`src/rtl/pulse_period_meter.sv`:
```
// Measures clk cycles between rising edges of an asynchronous pulse and
// publishes each period through a registered valid/ready output.
module pulse_period_meter #(
  parameter int unsigned WIDTH       = 16,
  parameter int unsigned SYNC_STAGES = 2,
  parameter int unsigned MAX_PERIOD  = (2**WIDTH) - 1
) (
  input  logic             clk,
  input  logic             reset,
  input  logic             pulse_in,
  output logic [WIDTH-1:0] period,
  output logic             out_valid,
  input  logic             out_ready,
  output logic             overrun,
  output logic             stalled
);

  localparam logic [WIDTH-1:0] MAX_CNT = WIDTH'(MAX_PERIOD);
  localparam logic [WIDTH-1:0] ONE     = WIDTH'(1);

  typedef enum logic {
    IDLE,
    MEASURE
  } state_t;

  state_t                 state_q, state_d;
  logic [WIDTH-1:0]       cnt_q, cnt_d;
  logic [SYNC_STAGES-1:0] sync_q;
  logic                   sync_prev_q;
  logic                   pulse_edge;
  logic                   publish;
  logic                   stall_hit;

  // Edge is registered so the FSM sees it one clock after the prev flop
  // would allow; this fixes out_valid at SYNC_STAGES+1 clocks after sampling.
  always_ff @(posedge clk) begin
    if (reset) begin
      sync_q      <= '0;
      sync_prev_q <= 1'b0;
      pulse_edge  <= 1'b0;
    end else begin
      sync_q      <= {sync_q[SYNC_STAGES-2:0], pulse_in};
      sync_prev_q <= sync_q[SYNC_STAGES-1];
      pulse_edge  <= sync_q[SYNC_STAGES-1] & ~sync_prev_q;
    end
  end

  always_ff @(posedge clk) begin
    if (reset) begin
      state_q <= IDLE;
      cnt_q   <= '0;
    end else begin
      state_q <= state_d;
      cnt_q   <= cnt_d;
    end
  end

  always_comb begin
    state_d   = state_q;
    cnt_d     = cnt_q;
    publish   = 1'b0;
    stall_hit = 1'b0;
    case (state_q)
      IDLE: begin
        if (pulse_edge) begin
          cnt_d   = ONE;
          state_d = MEASURE;
        end
      end
      MEASURE: begin
        if (pulse_edge) begin
          publish = 1'b1;
          cnt_d   = ONE;
        end else if (cnt_q == MAX_CNT) begin
          stall_hit = 1'b1;
          state_d   = IDLE;
        end else begin
          cnt_d = cnt_q + ONE;
        end
      end
      default: state_d = IDLE;
    endcase
  end

  always_ff @(posedge clk) begin
    if (reset) begin
      period    <= '0;
      out_valid <= 1'b0;
      overrun   <= 1'b0;
      stalled   <= 1'b1;
    end else begin
      if (publish) begin
        period    <= cnt_q;
        out_valid <= 1'b1;
        stalled   <= 1'b0;
        if (out_valid && !out_ready) begin
          overrun <= 1'b1;
        end
      end else if (out_valid && out_ready) begin
        out_valid <= 1'b0;
      end
      if (stall_hit) begin
        stalled <= 1'b1;
      end
    end
  end

endmodule

```
`config.mk`:
```
export PLATFORM = sky130hd
export DESIGN_NAME = pulse_period_meter
export DESIGN_NICKNAME = d
export VERILOG_FILES = /design/src/rtl/pulse_period_meter.sv
export SDC_FILE = /design/constraint.sdc
export NUM_CORES = 1
export LEC_CHECK = 0
export CORE_ASPECT_RATIO = 1.25
export CORE_UTILIZATION = 35
export DETAILED_ROUTE_END_ITERATION = 8
export GPL_TIMING_DRIVEN = 0
export HOLD_SLACK_MARGIN = 0.06
export PLACE_DENSITY_LB_ADDON = 0.08
export SYNTH_ARGS = -nofsm -noshare
export SYNTH_HDL_FRONTEND = slang
export SYNTH_SLANG_ARGS = --single-unit
```
`constraint.sdc`:
```
create_clock -name clk -period 4.4 [get_ports clk]
set_input_delay 0.66 -clock clk [delete_from_list [all_inputs] [get_ports clk]]
set_output_delay 0.66 -clock clk [all_outputs]
set_load 0.01 [all_outputs]
```
---- Yosys cells after proc, flatten, opt, wreduce, memory -nomap -nowiden ----
Index checks and enable logic that the tools add are counted.
word-level totals
  register bits after elaboration ......... 40
  latch bits .............................. 0
  bits in writable memories ............... 0
  memory bits (read-only) ................. 0
  input bits .............................. 4
  output and inout bits ................... 19
  word-level logic and storage cells ...... 37
  memories kept ........................... 0
cells by class
  add/subtract/negate cells ............... 1
  multipliers ............................. 0
  divide/modulo/power cells ............... 0
  $lt $le $gt $ge ......................... 0
  equality and inequality tests ........... 3
  shifts and indexed selects .............. 0
  muxes and demuxes ....................... 14
  bitwise operators ....................... 3
  reduce and logical (&&, ||, !) cells .... 7
operators by type and width
  cell                   number
  $mux 16                3
  $pmux 16 s2            1
  $add 16x1->16 const B  1
  $eq 16x16->1 const B   1
  $mux 1                 9
  $reduce_and 2->1       2
  $ne 3x3->1 const B     1
  $logic_and 1x1->1      2
  $ne 2x2->1 const B     1
  $not 1->1              2
  $pmux 1 s2             1
  $reduce_bool 2->1      1
  $reduce_or 2->1        1
  $and 1x1->1            1
  $logic_not 1->1        1

---- Logic depth before layout (Yosys ltp) ----
Gate-level depths: netlist of the first run.
  word-level depth ........................ 5
  mapped depth ............................ 6
  depth with buffers taken out ............ 5

---- Least setup slack after synthesis of the first run ----
OpenSTA, ideal clock, no wires.
  path type ............................... flip-flop to flip-flop
  from .................................... register cnt_q[0]
  to ...................................... register cnt_q[8]
  setup time .............................. 0.070 ns
  arrival ................................. 1.595 ns
  data required time ...................... 4.330 ns
  slack ................................... 2.734 ns
  stages on the path, launching flop included .. 6
  path buffers ............................ 0
  clock period less this slack ............ 1.666 ns
  cell sequence ........................... dfxtp_1 ha_1 nand2_1 or3_1 or4_1 a21oi_1
on the way
  longest elaborated chain between the ends .. 4
  elaborated cells between the ends (all ways) .. 7
  those cells by class .................... 1 x add/sub; 2 x eq/ne; 3 x mux; 1 x reduce/logical
ends and longest elaborated chain
  item                    line  text
  from (decl)             27    logic [WIDTH-1:0] cnt_q, cnt_d;
  from (signal assigned)  54    cnt_q <= cnt_d;
  $add 16x1->16           78    cnt_d = cnt_q + ONE;
  $mux 16                 74    end else if (cnt_q == MAX_CNT) begin
  $mux 16                 71    if (pulse_edge) begin
  $pmux 16 s2             63    case (state_q)
Parallel ways exist; a longest one is shown, timed or not. The select of a mux whose other input is x is not followed.
A chain may end at the register's enable or synchronous reset.

---- Worst setup path in the final report of the first run ----
  from .................................... register cnt_q[0]
  to ...................................... register cnt_q[14]
Same word-level chain as after synthesis.

==> summary.md, run 1 <==
| Metric | Value |
|---|---|
| Syn. warnings | `0` |
| CTS tree | `built` |
| Crit-path max FO | `6` |
| RR Endpoint | `cnt_q[14]` |
| I/O Pins | `23` |
| HPWL Detailed | `2870 um` |
| NetSw | `between 0.1 and 0.15 mW` |
| Area Growth Syn to Fin | `24.5%` |
| Syn Std Cell Area | `1650 um^2` |
| Post-CTS sizing | `0` |
| CP startpoint kind | `flop` |
| Status | `completed` |
| Hold WS | `0.384 ns` |
| Sequential share of power | `0.525` |
| HP Class | `flop to flop` |
| Final Hold Viols | `0` |
| Top delay family on crit path | `simple AND/OR/NAND/NOR gates` |
| Kind of critical path | `flop to flop` |
| Crit-path slowest cell | `nor4_1` |
| Routability congestion estimate | `~0.74` |
| Synth top area share | `0.485` |
| Root Buffer Master | `clkbuf_8` |
| # DRC | `0` |
| Max incr delay on CP | `0.57 ns` |
| Tcrit/Tclk final | `0.437` |
| Syn_area_per_cell | `8.56 um^2` |
| Worst EP required | `4.60 ns` |
| Min cycle time layout | `1.92 ns` |
| Setup TNS | `0 ns` |
| Vias in the first global route | `1438` |
| Core box area | `about 4500 um^2` |
| Least-Margin Pin Slew | `~0.6 ns` |
| Clock share of power | `0.452` |
| Post-synth cell types | `38` |
| Most frequent cell after synthesis | `dfxtp_1` |
| Total congestion overflow | `0` |
| DRT antenna net count | `0` |
| Max Clk Rate | `0.520 GHz` |
| PortBufs | `21` |
| Die width | `about 63 um` |
| Static Leak | `around 0.68 nW` |
| Largest net degree at the start of global routing | `14` |
| Post-Route WL | `3830 um` |
| Initial drt markers | `100` |
| Yosys reg bits | `40` |
| H-tree depth | `2` |
| Reg2Reg Depth | `5` |
| Worst setup EP type | `flop` |
| Hold endpoint | `pulse_edge` |
| Max Cap Viol | `0` |
| Row count | `27` |
| Final setup violation count | `0` |
| Sw frac | `0.204` |
| Gate Count Post-Synth | `193` |
| Skew final | `0.00205 ns` |
| Critical Path AT | `approximately 2.1 ns` |
| Synth area leader | `dfxtp_1` |
| Post-synth EDFFs | `0` |
| Max clock buf depth | `2` |
| Most used DFF post-synth | `dfxtp_1` |
| Clock Latency Late Sink | `between 0.2 and 0.3 ns` |
| Fraction of layout cells with a size suffix above 1 | `0.0721` |
| Reg-to-Reg Start | `cnt_q[0]` |
| Slew Viols, Final | `0` |
| # fillers | `about 440` |
| Reg clk slew, reported paths | `0.08 ns` |
| RSZ-0062 raised after global routing | `no` |
| Iteration count of the initial detailed-routing pass | `6` |
| # diodes | `0` |
| Most instantiated cells after synthesis | `dfxtp_1, nand2_1, a21oi_1` |
| Hold Path Origin | `sync_prev_q` |
| Top cells by area, synth | `dfxtp_1, nand2_1, a21oi_1, or3_1, nand4_1` |
| Seq/Total Area, Yosys | `0.485` |
| CP Buf/Inv Count | `0` |
| Total CTS buffers | `5` |
| Post-DR wirelength/cell | `around 14 um` |
| Maximum VDD drop | `169 uV` |
| Slew HR | `0.598` |
| Combinational fraction of design power | `0.023` |
| Antenna violations before repair | `0` |
| Overall routing resource usage | `0.169` |
| Global-route wire length before repair | `6560 um` |
| Hold path depth | `1` |
| Synthesized Nets | `198` |
| Power per Cell Area | `339 nW/um^2` |
| Vias per Instance | `5.28` |
| Die area | `around 5000 um^2` |
| Internal power | `between 0.5 and 0.6 mW` |
| Post-synth ARST share | `0` |
| Crit path cell chain | `ha_1 -> nand2_1 -> nor4_1 -> a31oi_1 -> a211oi_1` |
| Die Height | `78.8 um` |
| Starting Density | `0.370` |
| Post-CTS setup buffer count | `0` |
| Vias | `1479` |
| Sink Count | `40` |
| Net count, final | `226` |
| Minimum setup slack among reg-to-reg paths | `approximately 2.5 ns` |
| Hold-fix buffers, CTS | `0` |
==> through the flow <==
stage | cell area (um^2) | setup slack, ns | cells | util | power [mW]
finish | 2060 | 2.48 | 280 | 0.461 | 0.698
global route | 2060 | 2.24 | 280 | 0.461 | 0.722
CTS | 2060 | 2.49 | 280 | 0.461 | 0.704
detailed placement | 1930 | 2.51 | 272 | 0.434 | 0.391
global placement | 1930 | 2.57 | 272 | 0.434 | 0.391
floorplan | 1650 | 2.73 | 193 | - | 0.385
==> cells in the final DEF (no fill, tap or decap), types with 2 or more instances in the layout <==
cell type,instances
dfxtp_1,40
nand2_1,39
a21oi_1,28
clkdlybuf4s50_1,21
or3_1,8
nor2_1,7
clkbuf_1,7
nand3_1,6
o21ai_0,6
clkbuf_8,6
nand4_1,5
nor4_1,5
nor2b_1,4
inv_1,3
o31ai_1,3
or4_1,3
and3_1,3
a31oi_1,3
nor3_1,2
==> final cells by class <==
class / count / area (um^2) / area share
Buffer: 10 / 47.5 / 0.0231
Clock buffer: 6 / 82.6 / 0.0402
Clock inverter: 2 / 38.8 / 0.0189
Inverter: 3 / 11.3 / 0.00548
Multi-Input combinational cell: 140 / 792 / 0.385
Sequential cell: 40 / 801 / 0.390
Tap cell: 58 / 72.6 / 0.0353
Timing Repair Buffer: 21 / 210 / 0.102
==> cells by family (layout without fill, tap and decap cells) <==
| kind of cell | after synthesis | after routing | synth area share |
|---|---|---|---|
| simple gates | 91 | 91 | 0.301 |
| compound gates | 47 | 47 | 0.165 |
| flops | 40 | 40 | 0.485 |
| buf+inv | 13 | 42 | 0.0356 |
| fa+ha+maj | 1 | 1 | 0.00757 |
| mux | 1 | 1 | 0.00606 |
==> power by group through the flow <==
stage	Clock, mW	Combinational, mW	Sequential [mW]
2_1_floorplan	0	0.0110	0.374
3_3_place_gp	0	0.0162	0.375
3_5_place_dp	0	0.0164	0.375
4_1_cts	0.321	0.0165	0.366
5_1_grt	0.337	0.0184	0.366
6_report	0.315	0.0164	0.366
==> state kept, by name (all words and copies together), names as in the netlist <==
name and cells:
stalled 1, period 16, pulse_edge 1, sync_q 2, out_valid 1, state_q 1
cnt_q 16, overrun 1, sync_prev_q 1
==> how the worst max path moves through the flow <==
stage                     end  cells past startpoint      from
finish              cnt_q[14]                      5  cnt_q[0]
global route        cnt_q[14]                      5  cnt_q[0]
CTS                 cnt_q[14]                      5  cnt_q[0]
detailed placement   cnt_q[0]                      6  cnt_q[1]
global placement     cnt_q[8]                      5  cnt_q[0]
floorplan            cnt_q[8]                      5  cnt_q[0]
==> per-layer routing <==
metal	vias to the layer above	track usage	part of all wire
li1	745	-	-
met1	692	0.178	0.41
met2	36	0.314	0.54
met3	6	0.0445	0.037
met4	0	0.0682	0.017
met5	-	0	0
No activity file was read; power rests on OpenSTA's default activity.
==> run 2, diff against run 1 <==
==> constraint.sdc (replaced) <==
create_clock -name clk -period 1.9 [get_ports clk]
set_input_delay 0.285 -clock clk [delete_from_list [all_inputs] [get_ports clk]]
set_output_delay 0.285 -clock clk [all_outputs]
set_load 0.01 [all_outputs]
==> summary.md, run 2 (same netlist as run 1, synthesis figures left out) <==
| Metric | Value |
|---|---|
| Min cycle time layout | `1.76 ns (was 1.92 ns)` |
| Vias in the first global route | `1431 (was 1438)` |
| I/O Pins | `23 (unchanged)` |
| HPWL Detailed | `2870 um (unchanged)` |
| Placed Area | `1930 um^2 (unchanged)` |
| RSZ-0062 raised after global routing | `no (unchanged)` |
| Crit-path max FO | `6 (unchanged)` |
| Post-Route WL | `3960 um (was 3830 um)` |
| Power per Cell Area | `777 nW/um^2 (was 339 nW/um^2)` |
| Crit path launch | `cnt_q[0] (unchanged)` |
| Tcrit/Tclk final | `0.924 (was 0.437)` |
| Static Leak | `0.689 nW (was 0.682 nW)` |
| Initial drt markers | `61 (was 100)` |
| Sink Count | `40 (unchanged)` |
| Antenna violations before repair | `0 (unchanged)` |
| Kind of critical path | `flop to flop (unchanged)` |
| Total congestion overflow | `0 (unchanged)` |
| # diodes | `0 (unchanged)` |
| Area Growth Syn to Fin | `26.3% (was 24.5%)` |
| RR Endpoint | `cnt_q[8] (was cnt_q[14])` |
| Reg2Reg Depth | `5 (unchanged)` |
| Slew HR | `0.636 (was 0.598)` |
| Skew final | `0.000988 ns (was 0.00205 ns)` |
| Row count | `27 (unchanged)` |
| Root Buffer Master | `clkbuf_8 (unchanged)` |
| Max clock buf depth | `2 (unchanged)` |
| CP startpoint kind | `flop (unchanged)` |
| Post-DR wirelength/cell | `14.1 um (was 13.7 um)` |
| Max Clk Rate | `0.569 GHz (was 0.520 GHz)` |
| Most common cell after layout, fill and taps aside | `nand2_1 (was dfxtp_1)` |
| Iteration count of the initial detailed-routing pass | `4 (was 6)` |
| Fin area | `2090 um^2 (was 2060 um^2)` |
| Largest net degree at the start of global routing | `14 (unchanged)` |
| Core box area | `4460 um^2 (unchanged)` |
| Clock Latency Late Sink | `0.29 ns (about the same)` |
| Critical Path AT | `1.98 ns (was 2.13 ns)` |
| Status | `completed (unchanged)` |
| Reg-to-Reg Start | `cnt_q[0] (unchanged)` |
| Slew Viols, Final | `0 (unchanged)` |
| Worst EP required | `2.13 ns (was 4.60 ns)` |
| Routability congestion estimate | `0.742 (unchanged)` |
| Max Cap Viol | `0 (unchanged)` |
| Fraction of layout cells with a size suffix above 1 | `0.0987 (was 0.0721)` |
| Die area | `5000 um^2 (unchanged)` |
| H-tree depth | `2 (unchanged)` |
| Die Height | `78.8 um (unchanged)` |
| # DRC | `0 (unchanged)` |
| Least-Margin Pin Slew | `0.541 ns (was 0.597 ns)` |
| Reg clk slew, reported paths | `0.08 ns (about the same)` |
| Net count, final | `227 (was 226)` |
| Top flop regs | `cnt_q x16, period x16, sync_q x2 (unchanged)` |
| Final Hold Viols | `0 (unchanged)` |
| Overall routing resource usage | `0.169 (about the same)` |
| Maximum VDD drop | `391 uV (was 169 uV)` |
| DRT antenna net count | `0 (unchanged)` |
| Vias per Instance | `5.30 (was 5.28)` |
| PortBufs | `21 (unchanged)` |
| Final setup violation count | `0 (unchanged)` |
| Die width | `63.4 um (unchanged)` |
| CTS tree | `built (unchanged)` |
| Vias | `1489 (was 1479)` |
| Setup TNS | `0 ns (unchanged)` |
| Worst setup EP type | `flop (unchanged)` |
| Commonest cells after routing, fill and taps aside | `nand2_1, dfxtp_1, a21oi_1 (was dfxtp_1, nand2_1, a21oi_1)` |
| Minimum setup slack among reg-to-reg paths | `0.14 ns (was 2.48 ns)` |
| HP Class | `input port to flop (was flop to flop)` |
| End point of the critical path | `cnt_q[8] (was cnt_q[14])` |
| Total CTS buffers | `5 (unchanged)` |
| Global-route wire length before repair | `6540 um (was 6560 um)` |
| Starting Density | `0.370 (unchanged)` |
==> run 2: stage by stage <==
step | setup WS (ns) | util | hold slack, ns | std cells | power [mW]
6_report | 0.144 | 0.468 | 0.347 | 281 | 1.62
5_1_grt | 0.0216 | 0.468 | 0.386 | 281 | 1.67
4_1_cts | 0.0391 | 0.463 | 0.347 | 280 | 1.63
3_5_place_dp | 0.0136 | 0.434 | 0.373 | 272 | 0.906
3_3_place_gp | 0.0660 | 0.434 | 0.372 | 272 | 0.905
2_1_floorplan | 0.234 | - | 0.367 | 193 | 0.892
==> run 2: repair_timing <==
action	4_1_cts	5_1_grt
setup buffers	0	1
pin swaps	1	1
gates resized for setup	2	5
hold buffers	0	0
setup endpoints to repair	2	13
endpoints found under the hold margin	0	0
==> run 2: power breakdown <==
part	internal [mW]	total (mW)	switching (mW)
Clock	0.429	0.733	0.303
Combinational	0.0138	0.0390	0.0252
Sequential	0.843	0.849	0.00550
==> run 2: critical path, cell delays in order (launching register included) <==
cell	delay (ns)
dfxtp_2	0.40
ha_4	0.18
nand2_1	0.13
or3_1	0.43
or4_1	0.41
a21oi_1	0.14
==> run 2: routing by layer <==
metal / track usage / wire length (um) / vias to the layer above
met5: 0 / 0 / -
met4: 0.0659 / 65 / 0
met3: 0.0445 / 125 / 6
met2: 0.314 / 2110 / 27
met1: 0.178 / 1660 / 712
li1: - / - / 744
==> run 2: layout make-up <==
cell class	instances	area, um^2
inverters	3	11.3
clock inverters	2	38.8
flip-flops and latches	40	803
repair buffers	22	218
multi-input cells	140	811
fillers	438	2370
plain buffers	10	48.8
clock buffers	6	82.6
well taps	58	72.6
==> run 2: worst min path at each step <==
stage	from	endpoint	slack, ns	cells after the start
floorplan	sync_prev_q	pulse_edge	0.37	1
global placement	sync_prev_q	pulse_edge	0.37	1
detailed placement	sync_prev_q	pulse_edge	0.37	1
CTS	reset	sync_q[1]	0.35	2
global route	reset	sync_q[1]	0.39	2
finish	reset	sync_q[1]	0.35	2
